===== config.mk =====
export PLATFORM = sky130hd
export DESIGN_NAME = cdc_bus_tx
export DESIGN_NICKNAME = d
export VERILOG_FILES = /design/src/rtl/cdc_bus_tx.sv
export SDC_FILE = /design/constraint.sdc
export NUM_CORES = 1
export LEC_CHECK = 0
export CELL_PAD_IN_SITES_DETAIL_PLACEMENT = 0
export CELL_PAD_IN_SITES_GLOBAL_PLACEMENT = 1
export CORE_UTILIZATION = 24
export CTS_CLUSTER_SIZE = 10
export DETAILED_ROUTE_END_ITERATION = 8
export DONT_BUFFER_PORTS = 1
export PLACE_DENSITY_LB_ADDON = 0.25
export SYNTH_ARGS = -nofsm -noshare
export SYNTH_HDL_FRONTEND = slang
export SYNTH_SLANG_ARGS = --single-unit

===== constraint.sdc =====
create_clock -name clk -period 3.2 [get_ports clk]
set_clock_uncertainty 0.05 [all_clocks]
set_input_delay 0.48 -clock clk [delete_from_list [all_inputs] [get_ports clk]]
set_output_delay 0.48 -clock clk [all_outputs]
set_load 0.005 [all_outputs]

===== src/rtl/cdc_bus_tx.sv =====
// Two-phase (toggle) request/acknowledge bus transmitter with a STAGES-deep rx_ack synchronizer.
// Optional one-word skid register enabled by defining CDC_BUS_TX_SKID_EN.
module cdc_bus_tx #(
    parameter int unsigned STAGES = 2,
    parameter int unsigned WIDTH  = 8
) (
    input  logic             clk,
    input  logic             rst_n,
    input  logic             in_valid,
    output logic             in_ready,
    input  logic [WIDTH-1:0] in_data,
    output logic             tx_req,
    output logic [WIDTH-1:0] tx_data,
    input  logic             rx_ack,
    output logic             busy
);

    typedef enum logic {
        IDLE = 1'b0,
        WAIT = 1'b1
    } state_t;

    state_t            state;
    state_t            state_nxt;
    logic [STAGES-1:0] sync;
    logic              ack_sync;
    logic              accept;
    logic              done;
    logic              tx_req_nxt;
    logic [WIDTH-1:0]  tx_data_nxt;
    logic              in_ready_nxt;
    logic              busy_nxt;
`ifdef CDC_BUS_TX_SKID_EN
    logic [WIDTH-1:0]  skid;
    logic [WIDTH-1:0]  skid_nxt;
    logic              skid_full;
    logic              skid_full_nxt;
`endif

    // rx_ack synchronizer; only the last stage feeds logic
    always_ff @(posedge clk or negedge rst_n) begin
        if (!rst_n) begin
            sync <= '0;
        end else begin
            sync <= {sync[STAGES-2:0], rx_ack};
        end
    end

    assign ack_sync = sync[STAGES-1];
    assign accept   = in_valid && in_ready;
    assign done     = (state == WAIT) && (ack_sync == tx_req);

    // State and registered outputs
    always_ff @(posedge clk or negedge rst_n) begin
        if (!rst_n) begin
            state    <= IDLE;
            tx_req   <= 1'b0;
            tx_data  <= '0;
            in_ready <= 1'b0;
            busy     <= 1'b0;
`ifdef CDC_BUS_TX_SKID_EN
            skid      <= '0;
            skid_full <= 1'b0;
`endif
        end else begin
            state    <= state_nxt;
            tx_req   <= tx_req_nxt;
            tx_data  <= tx_data_nxt;
            in_ready <= in_ready_nxt;
            busy     <= busy_nxt;
`ifdef CDC_BUS_TX_SKID_EN
            skid      <= skid_nxt;
            skid_full <= skid_full_nxt;
`endif
        end
    end

    // Next-state: a launch toggles tx_req and loads tx_data in the same edge
    always_comb begin
        state_nxt   = state;
        tx_req_nxt  = tx_req;
        tx_data_nxt = tx_data;
`ifdef CDC_BUS_TX_SKID_EN
        skid_nxt      = skid;
        skid_full_nxt = skid_full;
`endif
        if (state == IDLE) begin
`ifdef CDC_BUS_TX_SKID_EN
            // A word buffered at a plain completion edge is launched from IDLE
            if (skid_full) begin
                tx_data_nxt   = skid;
                tx_req_nxt    = !tx_req;
                state_nxt     = WAIT;
                skid_full_nxt = 1'b0;
            end else
`endif
            if (accept) begin
                tx_data_nxt = in_data;
                tx_req_nxt  = !tx_req;
                state_nxt   = WAIT;
            end
        end else begin
            if (done) begin
`ifdef CDC_BUS_TX_SKID_EN
                if (skid_full) begin
                    tx_data_nxt   = skid;
                    tx_req_nxt    = !tx_req;
                    skid_full_nxt = 1'b0;
                end else begin
                    state_nxt = IDLE;
                end
`else
                state_nxt = IDLE;
`endif
            end
`ifdef CDC_BUS_TX_SKID_EN
            if (accept) begin
                skid_nxt      = in_data;
                skid_full_nxt = 1'b1;
            end
`endif
        end

`ifdef CDC_BUS_TX_SKID_EN
        in_ready_nxt = !skid_full_nxt;
        busy_nxt     = (state_nxt == WAIT) || skid_full_nxt;
`else
        in_ready_nxt = (state_nxt == IDLE);
        busy_nxt     = (state_nxt == WAIT);
`endif
    end

endmodule


==> results of run 1 <==
[power breakdown]
group	switching (mW)	leakage [nW]	internal [mW]
Clock	0.0472	0.0150	0.0482
Combinational	0.0474	0.0970	0.108
Sequential	0.0647	0.152	0.237
[final cells by class]
class,instances,area (µm²),area share
multi-input cells,13,166,0.294
clock buffers,4,26.3,0.0465
inverters,1,3.75,0.00664
flip-flops and latches,13,325,0.575
repair buffers,1,10.0,0.0177
well taps,27,33.8,0.0597
[per-layer routing]
layer | wire length, µm | GRT usage | part of all wire | vias to the layer above
met2 | 374 | 0.105 | 0.50 | 16
met4 | 0 | 0.0667 | 0 | 0
met5 | 0 | 0 | 0 | -
met3 | 76 | 0.0604 | 0.10 | 0
li1 | - | - | - | 101
met1 | 299 | 0.0972 | 0.40 | 110
[through the flow]
stage | setup slack (ns) | power (mW) | instances | util
floorplan | 2.04 | 0.439 | 28 | -
global placement | 2.01 | 0.454 | 54 | 0.267
detailed placement | 1.98 | 0.462 | 54 | 0.267
CTS | 1.96 | 0.566 | 59 | 0.285
global route | 1.93 | 0.598 | 59 | 0.285
finish | 1.98 | 0.553 | 59 | 0.285
[flip-flops by register name, summed over array words and instances, names as in the netlist]
register,count
tx_req,1
state,1
tx_data,8
sync,2
in_ready,1
[worst min path at each step]
stage,endpoint,depth (start not counted),from
finish,sync[0]$_DFF_PN0_,0,rx_ack
global route,sync[0]$_DFF_PN0_,0,rx_ack
CTS,sync[0]$_DFF_PN0_,0,rx_ack
detailed placement,tx_data[5]$_DFFE_PN0P_,0,rst_n
global placement,tx_data[5]$_DFFE_PN0P_,0,rst_n
floorplan,in_ready$_DFF_PN0_,0,rst_n
[synthesized netlist by cell type]
| library cell | count |
|---|---|
| nand3b_4 | 1 |
| mux2_4 | 7 |
| buf_6 | 1 |
| o21a_1 | 1 |
| xnor2_1 | 2 |
| o21ai_0 | 1 |
| dfrtp_1 | 13 |
| mux2_2 | 1 |
| inv_1 | 1 |
[cells by family (layout without fill, tap and decap cells)]
family          after synthesis  after routing  synth area share
compound gates                2              2            0.0247
xor+xnor                      2              2            0.0346
buf+inv                       2              6            0.0296
flops                        13             13             0.642
mux                           8              8             0.230
simple gates                  1              1            0.0395
[what timing repair did]
item                                    4_1_cts  5_1_grt
endpoints found under the hold margin        13        0
hold buffers                                  1        0
endpoints found under the setup margin        0        0
gates resized for setup                       0        0
==> impl_metrics.json, run 1 <==
{
  "vias": 227,
  "yosys.area.top_type": "dfrtp_1",
  "peakVddDrop_uv": 283,
  "initial_core_util": 0.256,
  "syn-cell-area_um2": 507,
  "clockBufferDepth": 2,
  "p_leak_nw": 0.264,
  "die_x_um": 48.0,
  "worstSetupEndpoint": "tx_req",
  "h-tree-depth": 1,
  "first_iter_violations": 0,
  "worst_r2r_endpoint": "tx_data[4]$_DFFE_PN0P_",
  "reg2reg_slack_ns": 1.99,
  "hp-class": "input port to flop",
  "synth_fp_nets": 40,
  "syn_inst": 28,
  "root_buffer": "clkbuf_4",
  "maxCapViolCount": 0,
  "rr_startpoint": "state$_DFF_PN0_",
  "grt_start_max_net_pins": 14,
  "critPathCaptureType": "output pin",
  "r2r_cells": 2,
  "ioPinCount": 23,
  "final_antenna_net_count": 0,
  "powerDensity_nw_per_um2": 977,
  "synth-seq-area-share": 0.642,
  "period_needed_ns": 1.22,
  "wire_per_inst_um": 12.7,
  "clock_latency_ns": 0.26,
  "timing.fmax_mhz": 818,
  "hold_violations": 0,
  "setup-violations-final": 0,
  "cts_buffers": 3,
  "worst_slew_pin_slew_ns": 0.551,
  "whs_ns": 0.190,
  "gp_congestion": 0.639,
  "design_area_um2": 566,
  "io_buffer_count": 0,
  "worstSetupStartpoint": "tx_req$_DFFE_PN0P_",
  "place_area_um2": 529,
  "cts_tree": "done",
  "antenna_found_initial": 0,
  "fillers": 195,
  "synthTopCellsByArea": "dfrtp_1 64%, mux2_4 21%, nand3b_4 4.0%, xnor2_1 3.5%, buf_6 2.2%",
  "drc": 0,
  "layout_commonest_cell": "dfrtp_1",
  "grt_pass1_vias": 230,
  "layout.cells.most_common_list": "13 x dfrtp_1, 7 x mux2_4, 3 x clkbuf_4, 2 x xnor2_1",
  "outcome": "completed",
  "slew-limit-headroom": 0.632,
  "yosys_warnings": 0,
  "first_pass_iters": 1,
  "clk_pin_slew_ns": 0.07,
  "grt_setup_unrepaired": "no",
  "avgSynthCellArea_um2": 18.1,
  "fin_tns_setup_ns": 0,
  "core_area_um2": 1980,
  "area_growth_pct": 11.6,
  "path_depth": 0,
  "clock-sinks": 13,
  "yosys.cell_types.count": 9,
  "cts_setup_buffers": 0,
  "placementRows": 16,
  "ys_seq_elements": 13,
  "cp-start-kind": "flop",
  "via_per_inst": 3.85,
  "grt_first_pass_wirelength_um": 1170,
  "finalWirelength_um": 750,
  "drive_gt1_frac": 0.375,
  "nets": 45,
  "timing.setup.critical_path_class": "flop to output pin",
  "synth_top_area_frac": 0.642,
  "antenna_cells": 0,
  "gr-total-overflow": 0,
  "cp_max_fo": 3,
  "post-route-period-util": 0.382,
  "dieArea_um2": 2300,
  "maxSlewViolCount": 0,
  "grtUsageTotal": 0.0847,
  "die_h_um": 48.0,
  "worst_ep_arrival_time_ns": 0.69,
  "crit_required_ns": 2.67
}
Power figures use the tool's default switching activity.
==> inputs of run 2 (changes only) <==
==> constraint.sdc (replaced) <==
create_clock -name clk -period 1 [get_ports clk]
set_clock_uncertainty 0.05 [all_clocks]
set_input_delay 0.15 -clock clk [delete_from_list [all_inputs] [get_ports clk]]
set_output_delay 0.15 -clock clk [all_outputs]
set_load 0.005 [all_outputs]
==> run 2 against run 1 <==
The flow now finishes with violations (setup timing); sequential cell count stayed put; clock power rose to 3.3 times the previous value; worst setup slack lost 2.1 ns; non-clock buffer count increased by 14; final area grew 29%; sequential share of layout area is 13 points lower.
==> impl_metrics.json, run 2 (same netlist as run 1, synthesis figures left out) <==
{
  "dieArea_um2": 2300,
  "cts_buffers": 3,
  "crit_required_ns": 1.11,
  "utilization": 0.368,
  "regMostFlops": "tx_data",
  "antenna_cells": 0,
  "final_antenna_net_count": 0,
  "root_buffer": "clkbuf_4",
  "violations": "setup timing",
  "grt_first_pass_wirelength_um": 1430,
  "path_cells": "nand3b_4 -> mux2_4",
  "powerDensity_nw_per_um2": 2830,
  "clockBufferDepth": 2,
  "path_buf_inv": 0,
  "die_x_um": 48.0,
  "timing.fmax_mhz": 861,
  "critPathCaptureType": "flop",
  "nets": 60,
  "p_leak_nw": 0.347,
  "drive_gt1_frac": 0.426,
  "ioPinCount": 23,
  "outcome": "finished, violations left",
  "initial_core_util": 0.256,
  "setup-violations-final": 11,
  "drc": 0,
  "maxCapViolCount": 0,
  "multi_input_area_um2": 194,
  "core_area_um2": 1980,
  "wire_per_inst_um": 12.4,
  "clk_pin_slew_ns": 0.08,
  "cp_max_fo": 5,
  "cpPeakStageDelay_ns": 0.43,
  "cp-start-kind": "flop",
  "finalWirelength_um": 914,
  "clock-sinks": 13,
  "h-tree-depth": 1,
  "seq_area_um2": 327,
  "grt_setup_unrepaired": "yes",
  "hold_violations": 0,
  "dp_hpwl_um": 626,
  "reg2reg_slack_ns": -0.16,
  "fillers": 186,
  "top_regs": "tx_data: 8 flops, sync: 2 flops",
  "vias": 306,
  "preCtsSetupSlack_ns": -0.193,
  "io_buffer_count": 0,
  "placementRows": 16,
  "first_pass_iters": 1,
  "largest_register_ffs": 8,
  "layout_commonest_cell": "dfrtp_1",
  "die_h_um": 48.0,
  "layout_setup_ws_ns": -0.161,
  "hp-class": "input port to flop",
  "antenna_found_initial": 0,
  "cts_tree": "done",
  "area_growth_pct": 44.0,
  "slew-limit-headroom": 0.624,
  "worst_slew_pin_slew_ns": 0.563,
  "grt_pass1_vias": 322,
  "timing.setup.critical_path_class": "flop to flop",
  "worst_ep_arrival_time_ns": 1.27,
  "grt_start_max_net_pins": 14,
  "gr-total-overflow": 0,
  "via_per_inst": 4.14,
  "grtUsageTotal": 0.0985,
  "crit_family": "flip-flops",
  "layout.cells.most_common_list": "12 x dfrtp_1, 10 x dlygate4sd3_1, 8 x mux2_4, 3 x clkbuf_4, 3 x buf_4",
  "clock_latency_ns": 0.27,
  "peakVddDrop_uv": 1100,
  "maxSlewViolCount": 0,
  "p_total_mw": 2.07,
  "cp_slowest_cell": "dfrtp_1",
  "first_iter_violations": 0,
  "period_needed_ns": 1.16,
  "gp_congestion": 0.689,
  "post-route-period-util": 1.16
}
[run 2: changes by cell type in the layout (fill, tap and decap cells not counted)]
cell,change
dlygate4sd3_1,+9
buf_4,+3
buf_6,+2
dfrtp_1,-1
dfrtp_2,+1
mux2_2,-1
mux2_4,+1
nand3b_4,+1
o21ai_0,-1
o21ai_2,+1
[run 2: final timing paths]
kind                                   start                endpoint  depth (start not counted)
max in group asynchronous              rst_n      in_ready$_DFF_PN0_                          1
min reg2reg                sync[0]$_DFF_PN0_       sync[1]$_DFF_PN0_                          0
min                                 in_valid  tx_data[2]$_DFFE_PN0P_                          2
max                          state$_DFF_PN0_  tx_data[4]$_DFFE_PN0P_                          2
max reg2reg                  state$_DFF_PN0_  tx_data[4]$_DFFE_PN0P_                          2
min in group asynchronous              rst_n         state$_DFF_PN0_                          1
[run 2: final cells by class]
| cell class | count | share of cell area |
|---|---|---|
| Clock buffer | 4 | 0.0360 |
| Inverter | 1 | 0.00515 |
| Multi-Input combinational cell | 14 | 0.266 |
| Sequential cell | 13 | 0.448 |
| Tap cell | 27 | 0.0463 |
| Timing Repair Buffer | 15 | 0.199 |
[run 2: where the power goes]
group          internal [mW]  switching (mW)
clock network          0.154           0.159
logic                  0.547           0.232
registers              0.763           0.209
[run 2: timing repair]
action	in CTS	in global routing
hold endpoints to repair	22	0
cloned	1	0
resized for setup	4	3
setup buffers	1	0
hold buffers	10	0
setup endpoints to repair	13	13
[run 2: per-layer routing]
metal	track usage	share of wire	up-vias
met1	0.101	0.40	153
met4	0.0667	0	0
met3	0.0377	0.077	0
met5	0	0	-
met2	0.165	0.52	17
li1	-	-	136
[run 2: stage by stage]
step                      instances  TNS [ns]  area, µm²  hold WS (ns)
after global routing             74     -1.77        729         0.103
after CTS                        74     -1.44        722         0.100
after floorplan                  28     -1.05        507        -0.196
after global placement           58     -1.67        559        -0.195
final                            74     -1.34        729         0.118
after detailed placement         58     -1.87        559        -0.195
==> inputs of run 3 (changes only) <==
--- a/config.mk
+++ b/config.mk
@@ -7,7 +7,7 @@
 export LEC_CHECK = 0
 export CELL_PAD_IN_SITES_DETAIL_PLACEMENT = 0
 export CELL_PAD_IN_SITES_GLOBAL_PLACEMENT = 1
-export CORE_UTILIZATION = 24
+export CORE_UTILIZATION = 39
 export CTS_CLUSTER_SIZE = 10
 export DETAILED_ROUTE_END_ITERATION = 8
 export DONT_BUFFER_PORTS = 1
==> run 3 against run 2 <==
Via count increased by 3.3%; register-to-register slack improved by 0.02 ns; final area decreased by 1.0%; the run still ends with setup timing left; utilization increased by 26 points; combinational power increased by 3.3%; critical endpoint is now tx_data[6]$_DFFE_PN0P_; sequential share of layout area increased by 0.47 points; fmax increased by 1.7%; total power increased by 1.3%; global-route usage increased by 4.1 points.
==> impl_metrics.json, run 3 (same netlist as run 1, synthesis figures left out) <==
{
  "clk_pin_slew_ns": 0.09,
  "p_leak_nw": 0.356,
  "cpPeakStageDelay_ns": 0.43,
  "powerDensity_nw_per_um2": 2900,
  "pwr-share-comb": 0.385,
  "critPathCaptureType": "flop",
  "dieArea_um2": 1450,
  "io_buffer_count": 0,
  "cp_slowest_cell": "dfrtp_1",
  "initial_core_util": 0.438,
  "swShare": 0.297,
  "die_x_um": 38.0,
  "p_clk_frac": 0.152,
  "grt_pass1_vias": 308,
  "layout_commonest_cell": "dfrtp_1",
  "root_buffer": "clkbuf_4",
  "path_cells": "nand3b_4 -> mux2_4",
  "die_h_um": 38.0,
  "cts_tree": "done",
  "drive_gt1_frac": 0.468,
  "area_growth_pct": 42.5,
  "worst_ep_arrival_time_ns": 1.24,
  "fillers": 84,
  "clockBufferDepth": 2,
  "grt_start_max_net_pins": 14,
  "via_per_inst": 5.18,
  "antenna_cells": 0,
  "peakVddDrop_uv": 1310,
  "gp_congestion": 0.531,
  "violations": "setup timing",
  "outcome": "finished, violations left",
  "maxCapViolCount": 0,
  "period_needed_ns": 1.14,
  "clock-sinks": 13,
  "fin_tns_setup_ns": -1.20,
  "first_iter_violations": 2,
  "grtUsageTotal": 0.140,
  "dp_hpwl_um": 524,
  "worst_slew_pin_slew_ns": 0.577,
  "p_int_mw": 1.47,
  "clock_latency_ns": 0.27,
  "largest_register_ffs": 8,
  "nets": 60,
  "cp_max_fo": 5,
  "final_antenna_net_count": 0,
  "slew-limit-headroom": 0.614,
  "seq_power_share": 0.463,
  "grt_first_pass_wirelength_um": 1350,
  "place_area_um2": 543,
  "ioPinCount": 23,
  "layout.cells.most_common_list": "12 x dfrtp_1, 10 x dlygate4sd3_1, 8 x mux2_4, 3 x clkbuf_4, 3 x buf_4",
  "gr-total-overflow": 0,
  "first_pass_iters": 2,
  "regMostFlops": "tx_data",
  "top_regs": "tx_data: 8 flops, sync: 2 flops",
  "hp-class": "input port to flop",
  "p_sw_uw": 621,
  "crit_required_ns": 1.10,
  "finalWirelength_um": 909,
  "hold_violations": 0,
  "wire_per_inst_um": 14.9,
  "drc": 0,
  "design_area_um2": 722,
  "timing.setup.critical_path_class": "flop to flop",
  "core_area_um2": 1160,
  "layout_setup_ws_ns": -0.142,
  "cp-start-kind": "flop",
  "maxSlewViolCount": 0,
  "post-route-period-util": 1.14,
  "timing.fmax_mhz": 876,
  "antenna_found_initial": 0,
  "setup-violations-final": 11,
  "vias": 316,
  "grt_setup_unrepaired": "yes",
  "path_buf_inv": 0,
  "cts_buffers": 3,
  "placementRows": 12,
  "crit_family": "flip-flops",
  "h-tree-depth": 1
}
run 3: cell count changes in the layout (fill, tap and decap cells not counted):
cell,delta
xnor2_2,+1
clkinv_2,+1
clkbuf_1,-1
xnor2_1,-1
run 3: timing repair:
item / in CTS / in global routing
gates cloned: 1 / 0
endpoints found under the hold margin: 22 / 0
hold buffers: 10 / 0
resized for setup: 3 / 5
endpoints found under the setup margin: 13 / 13
setup buffers: 1 / 0
run 3: final timing paths:
kind                                           to  cells after the start  slack, ns         startpoint
setup / recovery           tx_data[6]$_DFFE_PN0P_                      2      -0.14    state$_DFF_PN0_
hold / removal             tx_data[4]$_DFFE_PN0P_                      2       0.11           in_valid
setup reg to reg           tx_data[6]$_DFFE_PN0P_                      2      -0.14    state$_DFF_PN0_
hold reg to reg                 sync[1]$_DFF_PN0_                      0       0.32  sync[0]$_DFF_PN0_
max in group asynchronous      in_ready$_DFF_PN0_                      1       0.22              rst_n
min in group asynchronous  tx_data[0]$_DFFE_PN0P_                      1       0.26              rst_n
run 3: layer usage:
| metal | up-vias | global-route usage | part of all wire |
|---|---|---|---|
| li1 | 135 | - | - |
| met1 | 162 | 0.153 | 0.38 |
| met2 | 19 | 0.242 | 0.53 |
| met3 | 0 | 0.0523 | 0.080 |
| met4 | 0 | 0.0536 | 0 |
| met5 | - | 0 | 0 |
run 3: final cells by class:
cell class | count | area, µm² | area share
multi-input cells | 14 | 201 | 0.279
inverters | 1 | 3.75 | 0.00520
flip-flops and latches | 13 | 327 | 0.452
clock buffers | 3 | 22.5 | 0.0312
well taps | 14 | 17.5 | 0.0243
repair buffers | 15 | 145 | 0.201
clock inverters | 1 | 5.00 | 0.00693
run 3: per-stage QoR:
step / std cells / setup slack, ns / utilization / hold WS [ns] / power [mW]
CTS: 61 / -0.148 / 0.608 / 0.109 / 2.03
global placement: 45 / -0.166 / 0.470 / -0.195 / 1.54
global route: 61 / -0.179 / 0.624 / 0.118 / 2.21
floorplan: 28 / -0.150 / - / -0.196 / 1.40
detailed placement: 45 / -0.186 / 0.470 / -0.195 / 1.56
finish: 61 / -0.142 / 0.624 / 0.115 / 2.09
run 3: power groups by stage:
stage | Clock [mW] | Combinational (mW) | Sequential, mW
after detailed placement | 0 | 0.612 | 0.952
after global routing | 0.345 | 0.867 | 0.999
after global placement | 0 | 0.598 | 0.946
after CTS | 0.326 | 0.734 | 0.965
final | 0.318 | 0.805 | 0.970
after floorplan | 0 | 0.478 | 0.925
run 3: worst register-to-register path, stage by stage, from the launching register on:
cell and delay (ns):
dfrtp_1 0.43, nand3b_4 0.24, mux2_4 0.32
